### config.mk
export PLATFORM = sky130hd
export DESIGN_NAME = datapath
export DESIGN_NICKNAME = d
export VERILOG_FILES = /design/src/rtl/datapath.sv
export SDC_FILE = /design/constraint.sdc
export NUM_CORES = 1
export LEC_CHECK = 0
export CAP_MARGIN = 20
export CORE_MARGIN = 8
export CORE_UTILIZATION = 45
export CTS_BUF_LIST = sky130_fd_sc_hd__clkbuf_16
export CTS_CLUSTER_DIAMETER = 30
export DETAILED_ROUTE_END_ITERATION = 16
export GPL_TIMING_DRIVEN = 0
export PLACE_DENSITY = 0.88
export SLEW_MARGIN = 10
export SYNTH_ARGS = -nofsm -noshare
export SYNTH_HDL_FRONTEND = slang
export SYNTH_SLANG_ARGS = --single-unit
### constraint.sdc
create_clock -name i_clock -period 4.45 [get_ports i_clock]
set_input_delay 0.89 -clock i_clock [delete_from_list [all_inputs] [get_ports i_clock]]
set_output_delay 0.89 -clock i_clock [all_outputs]
set_load 0.05 [all_outputs]
### src/rtl/datapath.sv
// Accumulator datapath: acc register, add/sub ALU, data RAM strobes, one-cycle load wait state.
// Optional sticky signed-overflow flag is built when DATAPATH_OVERFLOW_EN is defined.
module datapath #(
  parameter int NB_DATA       = 16,
  parameter int NB_OPERAND    = 11,
  parameter int NB_SELECTOR_A = 2
) (
  input  logic                     i_clock,
  input  logic                     i_reset,
  input  logic [NB_OPERAND-1:0]    i_operand,
  input  logic [NB_SELECTOR_A-1:0] i_sel_a,
  input  logic                     i_sel_b,
  input  logic                     i_enb_acc,
  input  logic                     i_operation,
  input  logic                     i_wr_enb_ram,
  input  logic                     i_rd_enb_ram,
  input  logic [NB_DATA-1:0]       i_ram_data,
  output logic [NB_OPERAND-1:0]    o_ram_addr,
  output logic [NB_DATA-1:0]       o_ram_data,
  output logic                     o_ram_wr_enb,
  output logic                     o_ram_rd_enb,
  output logic                     o_stall,
  output logic [NB_DATA-1:0]       o_acc,
  output logic                     o_overflow
);

  typedef enum logic {EXEC, WAIT} state_t;

  typedef struct packed {
    logic [NB_SELECTOR_A-1:0] sel_a;
    logic                     sel_b;
    logic                     op;
  } ctrl_t;

  state_t             state, state_nxt;
  ctrl_t              cap, cap_nxt, live, cur;
  logic [NB_DATA-1:0] acc, acc_nxt, imm, opb, alu;
  logic               acc_wr, wr_enb, rd_enb, stall;

  assign live = '{sel_a: i_sel_a, sel_b: i_sel_b, op: i_operation};
  // The instruction is held during WAIT, but the captured copy decides the write.
  assign cur  = (state == WAIT) ? cap : live;

  assign imm = {{(NB_DATA-NB_OPERAND){i_operand[NB_OPERAND-1]}}, i_operand};
  assign opb = cur.sel_b ? imm : i_ram_data;
  assign alu = cur.op ? (acc - opb) : (acc + opb);

  always_comb begin
    case (cur.sel_a)
      2'b00:   acc_nxt = i_ram_data;
      2'b01:   acc_nxt = imm;
      2'b10:   acc_nxt = alu;
      default: acc_nxt = acc;
    endcase
  end

  always_comb begin
    state_nxt = state;
    cap_nxt   = cap;
    acc_wr    = 1'b0;
    wr_enb    = 1'b0;
    rd_enb    = 1'b0;
    stall     = 1'b0;
    case (state)
      EXEC: begin
        if (i_wr_enb_ram) begin
          wr_enb = 1'b1;
        end else if (i_rd_enb_ram) begin
          rd_enb = 1'b1;
          if (i_enb_acc) begin
            stall     = 1'b1;
            cap_nxt   = live;
            state_nxt = WAIT;
          end
        end else if (i_enb_acc) begin
          acc_wr = 1'b1;
        end
      end
      WAIT: begin
        acc_wr    = 1'b1;
        state_nxt = EXEC;
      end
      default: state_nxt = EXEC;
    endcase
  end

  always_ff @(posedge i_clock) begin
    if (i_reset) begin
      state <= EXEC;
      cap   <= '0;
      acc   <= '0;
    end else begin
      state <= state_nxt;
      cap   <= cap_nxt;
      if (acc_wr) acc <= acc_nxt;
    end
  end

`ifdef DATAPATH_OVERFLOW_EN
  logic ovf_alu, ovf;

  // Add overflows on like-signed operands, subtract on unlike-signed ones.
  always_comb begin
    if (cur.op)
      ovf_alu = (acc[NB_DATA-1] != opb[NB_DATA-1]) && (alu[NB_DATA-1] != acc[NB_DATA-1]);
    else
      ovf_alu = (acc[NB_DATA-1] == opb[NB_DATA-1]) && (alu[NB_DATA-1] != acc[NB_DATA-1]);
  end

  always_ff @(posedge i_clock) begin
    if (i_reset)
      ovf <= 1'b0;
    else if (acc_wr && (cur.sel_a == 2'b10) && ovf_alu)
      ovf <= 1'b1;
  end

  assign o_overflow = ovf;
`else
  assign o_overflow = 1'b0;
`endif

  assign o_ram_addr   = i_operand;
  assign o_ram_data   = acc;
  assign o_ram_wr_enb = wr_enb & ~i_reset;
  assign o_ram_rd_enb = rd_enb & ~i_reset;
  assign o_stall      = stall & ~i_reset;
  assign o_acc        = acc;

endmodule

**Word level (Yosys, flattened, before mapping)**

Cells that the tools add are included.

- Register bits after elaboration: 21
- Input bits: 36
- Logic and storage cells: 36

- Add/sub/neg operators: 2
- Equal/unequal tests: 2
- Mux-type cells: 17
- Bitwise logic cells: 6
- Reductions and logical operators: 4

Operators with widths:

| kind | number |
|---|---|
| $pmux W16 S3 | 1 |
| $mux W16 | 2 |
| $add A16 B16 Y16 | 1 |
| $sub A16 B16 Y16 | 1 |
| $mux W1 | 11 |
| $mux W4 | 1 |
| $pmux W1 S2 | 2 |
| $reduce_and A4 Y1 | 1 |
| $and A1 B1 Y1 | 3 |
| $not A1 Y1 | 3 |
| $reduce_bool A3 Y1 | 1 |
| $eq A2 B1 Y1 const B | 1 |
| $eq A2 B2 Y1 const B | 1 |
| $logic_not A2 Y1 | 1 |
| $reduce_and A2 Y1 | 1 |

**Depth between registers and ports, before layout**

- Depth after elaboration: 5
- Gate-level depth with buffers: 16
- Depth with buffers taken out: 14

**Worst setup path before layout**

Ideal clock, no wire load.

- Path kind: input -> output
- From: input port i_reset
- To: output port o_stall
- Arrival: 3.239 ns
- Data required time: 3.560 ns
- Setup slack: 0.321 ns
- Cell stages on the path: 2
- Cells stage by stage: nor4b_1 and2_1

- Cells in the longest elaborated chain, start to end: 2

Ends and longest elaborated chain:

| item | line | RTL |
|---|---|---|
| start, declared | 9 | `input logic i_reset,` |
| $not A1 Y1 | 126 | `assign o_stall = stall & ~i_reset;` |
| $and A1 B1 Y1 | 126 |  |
| end, declared | 22 | `output logic o_stall,` |

No other way between the ends.

**Final worst setup path**

- From: input port i_operand[6]
- To: register acc[14] (netlist: o_acc[14])

- Cells in the longest elaborated chain, start to end: 4

Ends and longest elaborated chain:

| item | line | RTL |
|---|---|---|
| start, declared | 10 | `input logic [NB_OPERAND-1:0] i_operand,` |
| $mux W16 (*) | 45 | `assign opb = cur.sel_b ? imm : i_ram_data;` |
| $add A16 B16 Y16 / $sub A16 B16 Y16 (equally long branches) | 46 | `assign alu = cur.op ? (acc - opb) : (acc + opb);` |
| $mux W16 (*) | 46 |  |
| $pmux W16 S3 (*) | 49 | `case (cur.sel_a)` |
| end signal, assigned | 95 | `if (acc_wr) acc <= acc_nxt;` |
| end, declared | 37 | `logic [NB_DATA-1:0] acc, acc_nxt, imm, opb, alu;` |

Every way passes the cells marked *; elsewhere a longest branch is shown, timed or not.
A chain may end at the register's enable or synchronous reset.

==> run metrics <==
clock buffer count from CTS 3; starting utilization of the core area 0.455; TNS Setup 0 ps; number of core rows 28; final HPWL from detailed placement 7.09 mm; hold endpoint o_acc[4]$_SDFFE_PP0P_; leading cell types by total area after synthesis sky130_fd_sc_hd__dfxtp_1, sky130_fd_sc_hd__ha_1, sky130_fd_sc_hd__buf_4; biggest cell delay along the critical path 560 ps; endpoint of the most critical register-to-register path o_acc[14]$_SDFFE_PP0P_; Skew-Pair Late Insertion Delay 260 ps; cell at the root of the clock tree sky130_fd_sc_hd__clkbuf_16; routability cong. 0.949; area of placed instances 0.00355 mm2; ratio of cells with drive above 1 in the final layout 0.114; required arrival time at the worst endpoint 4610 ps; share of the cycle needed by the critical path after routing 0.971; Top FF cell, synth sky130_fd_sc_hd__dfxtp_1; transition time of the tightest slew-check pin 695 ps; number of primary I/O pins 83; wire length of the first global-routing pass 14.2 mm; final critical-path setup slack 130 ps; filler instances 547; ranking of synthesized cells by instance count sky130_fd_sc_hd__a21oi_1, sky130_fd_sc_hd__nor2_1, sky130_fd_sc_hd__nand2_1; Worst Path Class, Setup primary input to flip-flop; number of synthesis warnings 0; final std cells w/o fill 515; cell area after synthesis 0.00265 mm2; worst reg2reg path depth 14; Worst Hold Launch o_acc[4]$_SDFFE_PP0P_; internal reg-to-reg setup slack 790 ps; die area 0.00860 mm2; count of final hold-check violations 0; Final Routed Wirelength 9.03 mm; number of synthesized register bits 21; post-synthesis async set-or-reset flop share 0; worst-case clock skew 8.86 ps; number of buffers added on ports 81; remaining design rule violation count 0; critical path data arrival time 4480 ps; Max-cap violations 0; fraction of synthesized cell area taken by the top area cell type 0.159; worst relative slew slack 0.523; cell with the most instances after synthesis sky130_fd_sc_hd__a21oi_1; Via density 6.01; CTS sink cnt 21; average wire length per cell after detail routing 17.5 um; pre-CTS setup slack -583 ps; Max Clock Freq 0.231 GHz; part of the Yosys area used for sequential elements 0.159; number of placed instances with taps included 510; crit-path cells clkdlybuf4s50_1 > nor4_2 > nand2_1 > o21ai_1 > nor2_1 > xor2_1 > ha_1 > a21o_1 > o21bai_1 > or4_1 > o21ai_2 > a21boi_0 > o21a_1 > o41ai_1; startpoint of the worst register-to-register path state$_SDFF_PP0_; total global-route track usage 0.200; Initial DRC Count 354; clock tree from TritonCTS built; largest area contributor in the netlist sky130_fd_sc_hd__dfxtp_1; final-report max-slew violation count 0; total non-filler cell area in the finished layout 0.00368 mm2; register cell area after layout 420 um2; vias in the first global route 2984; shortest clock period the worst path allows after layout 4320 ps; ratio of total power to cell area 248 mW/mm2; class of the most critical hold timing path flip-flop to flip-flop; n_diodes 0; cell with the largest stage delay on the worst path sky130_fd_sc_hd__clkdlybuf4s50_1; number of synthesized flops with an enable pin 0; antenna viol nets, final 0; worst hold-check slack 500 ps; count of nets after finishing 495; Max IR drop VDD 0.141 mV; maximum number of buffers from clock root to sink 2; kind of capture point of the worst setup path flip-flop; Chip Height 92.7 um; combined area of the multi-input logic cells 0.00192 mm2; Via Count 3093; Post-Synthesis Cells 354; Die X 92.7 um; clock slew seen by the registers of the worst setup and hold paths 70 ps; number of detailed-route iterations in the first pass 5; Hold Path Cell Cnt 2; pin count of the biggest net entering global routing 12; setup-violating endpoint count in the final report 0; initial antenna violation count 0; nature of the critical path startpoint primary input; run status finished, final reports clean; total core area 0.00582 mm2; total grt overflow 0; mean area per synthesized cell 7.48 um2; maximum fanout encountered on the critical timing path 5; Leak 1.48 nW; Syn Nets 408; area added between synthesis and finish 38.9%; number of distinct library cell variants in the gate-level netlist after synthesis 56; number of H-tree levels 1
==> worst max path at each step <==
stage	end	slack (ps)	from	cells past startpoint
2_1_floorplan	o_stall	320	i_reset	2
3_3_place_gp	o_acc[14]$_SDFFE_PP0P_	-600	i_sel_b	16
3_5_place_dp	o_acc[14]$_SDFFE_PP0P_	-580	i_sel_b	16
4_1_cts	o_acc[14]$_SDFFE_PP0P_	4	i_operand[0]	16
5_1_grt	o_acc[14]$_SDFFE_PP0P_	-7	i_operand[5]	14
6_report	o_acc[14]$_SDFFE_PP0P_	130	i_operand[6]	14
==> stage by stage <==
step                      total power, mW   util
after detailed placement            0.700  0.611
after CTS                           0.898  0.625
after global routing                0.953  0.633
final                               0.911  0.633
after floorplan                     0.547      -
after global placement              0.687  0.611
==> state kept, by name (all words and copies together), names as in the netlist <==
register / count
o_acc: 16
cap: 4
state: 1
==> cells by family (layout without fill, tap and decap cells) <==
group | count (synthesis) | in the layout | share of synthesized area
and+or+nand+nor | 110 | 110 | 0.198
AOI/OAI and AO/OA | 99 | 99 | 0.249
buffers and inverters | 55 | 141 | 0.124
xor gates and xnor gates | 30 | 30 | 0.0992
DFF | 21 | 21 | 0.159
muxes | 20 | 20 | 0.0817
adders and majority gates | 18 | 18 | 0.0879
other | 1 | 1 | 0.00142
==> routing by layer <==
metal	vias to the layer above	track usage	wire length, um
li1	1442	-	-
met1	1439	0.232	3520
met2	179	0.360	4470
met3	33	0.0291	789
met4	0	0.0765	252
met5	-	0	0
==> layout make-up <==
cell class | count | share of cell area
buffer | 44 | 0.0806
clock inverter | 1 | 0.00102
timing repair buffer | 82 | 0.224
tap | 75 | 0.0255
inverter | 11 | 0.0112
clock buffer | 3 | 0.0204
sequential | 21 | 0.114
multi-input combinational | 278 | 0.523
==> power breakdown <==
group | leakage [nW] | switching [mW] | internal, mW
Combinational | 1.27 | 0.299 | 0.201
Clock | 0.0423 | 0.0803 | 0.120
Sequential | 0.171 | 0.0117 | 0.198
Total | 1.48 | 0.391 | 0.520
==> worst max-delay path, delay by kind of cell <==
kind,cells,cell delay [ps]
xor+xnor,1,180
buf+inv,1,560
simple gates,4,1030
fa+ha+maj,1,370
compound gates,7,1460
==> placed cells by master (no fill, tap or decap), types with 10 or more instances in the layout <==
cell,count
sky130_fd_sc_hd__a21oi_1,38
sky130_fd_sc_hd__buf_4,31
sky130_fd_sc_hd__clkdlybuf4s50_1,76
sky130_fd_sc_hd__dfxtp_1,21
sky130_fd_sc_hd__ha_1,17
sky130_fd_sc_hd__inv_1,11
sky130_fd_sc_hd__mux2i_1,16
sky130_fd_sc_hd__nand2_1,29
sky130_fd_sc_hd__nor2_1,35
sky130_fd_sc_hd__o21ai_0,10
sky130_fd_sc_hd__xnor2_1,14
sky130_fd_sc_hd__xor2_1,16
==> what timing repair did <==
action,CTS,global route
setup endpoints to repair,2,3
hold endpoints to repair,0,0
hold buffers,0,0
buffers inserted,0,1
pin swaps,0,1
gates resized for setup,7,12
Note: power is estimated with default switching activity, not from simulation.
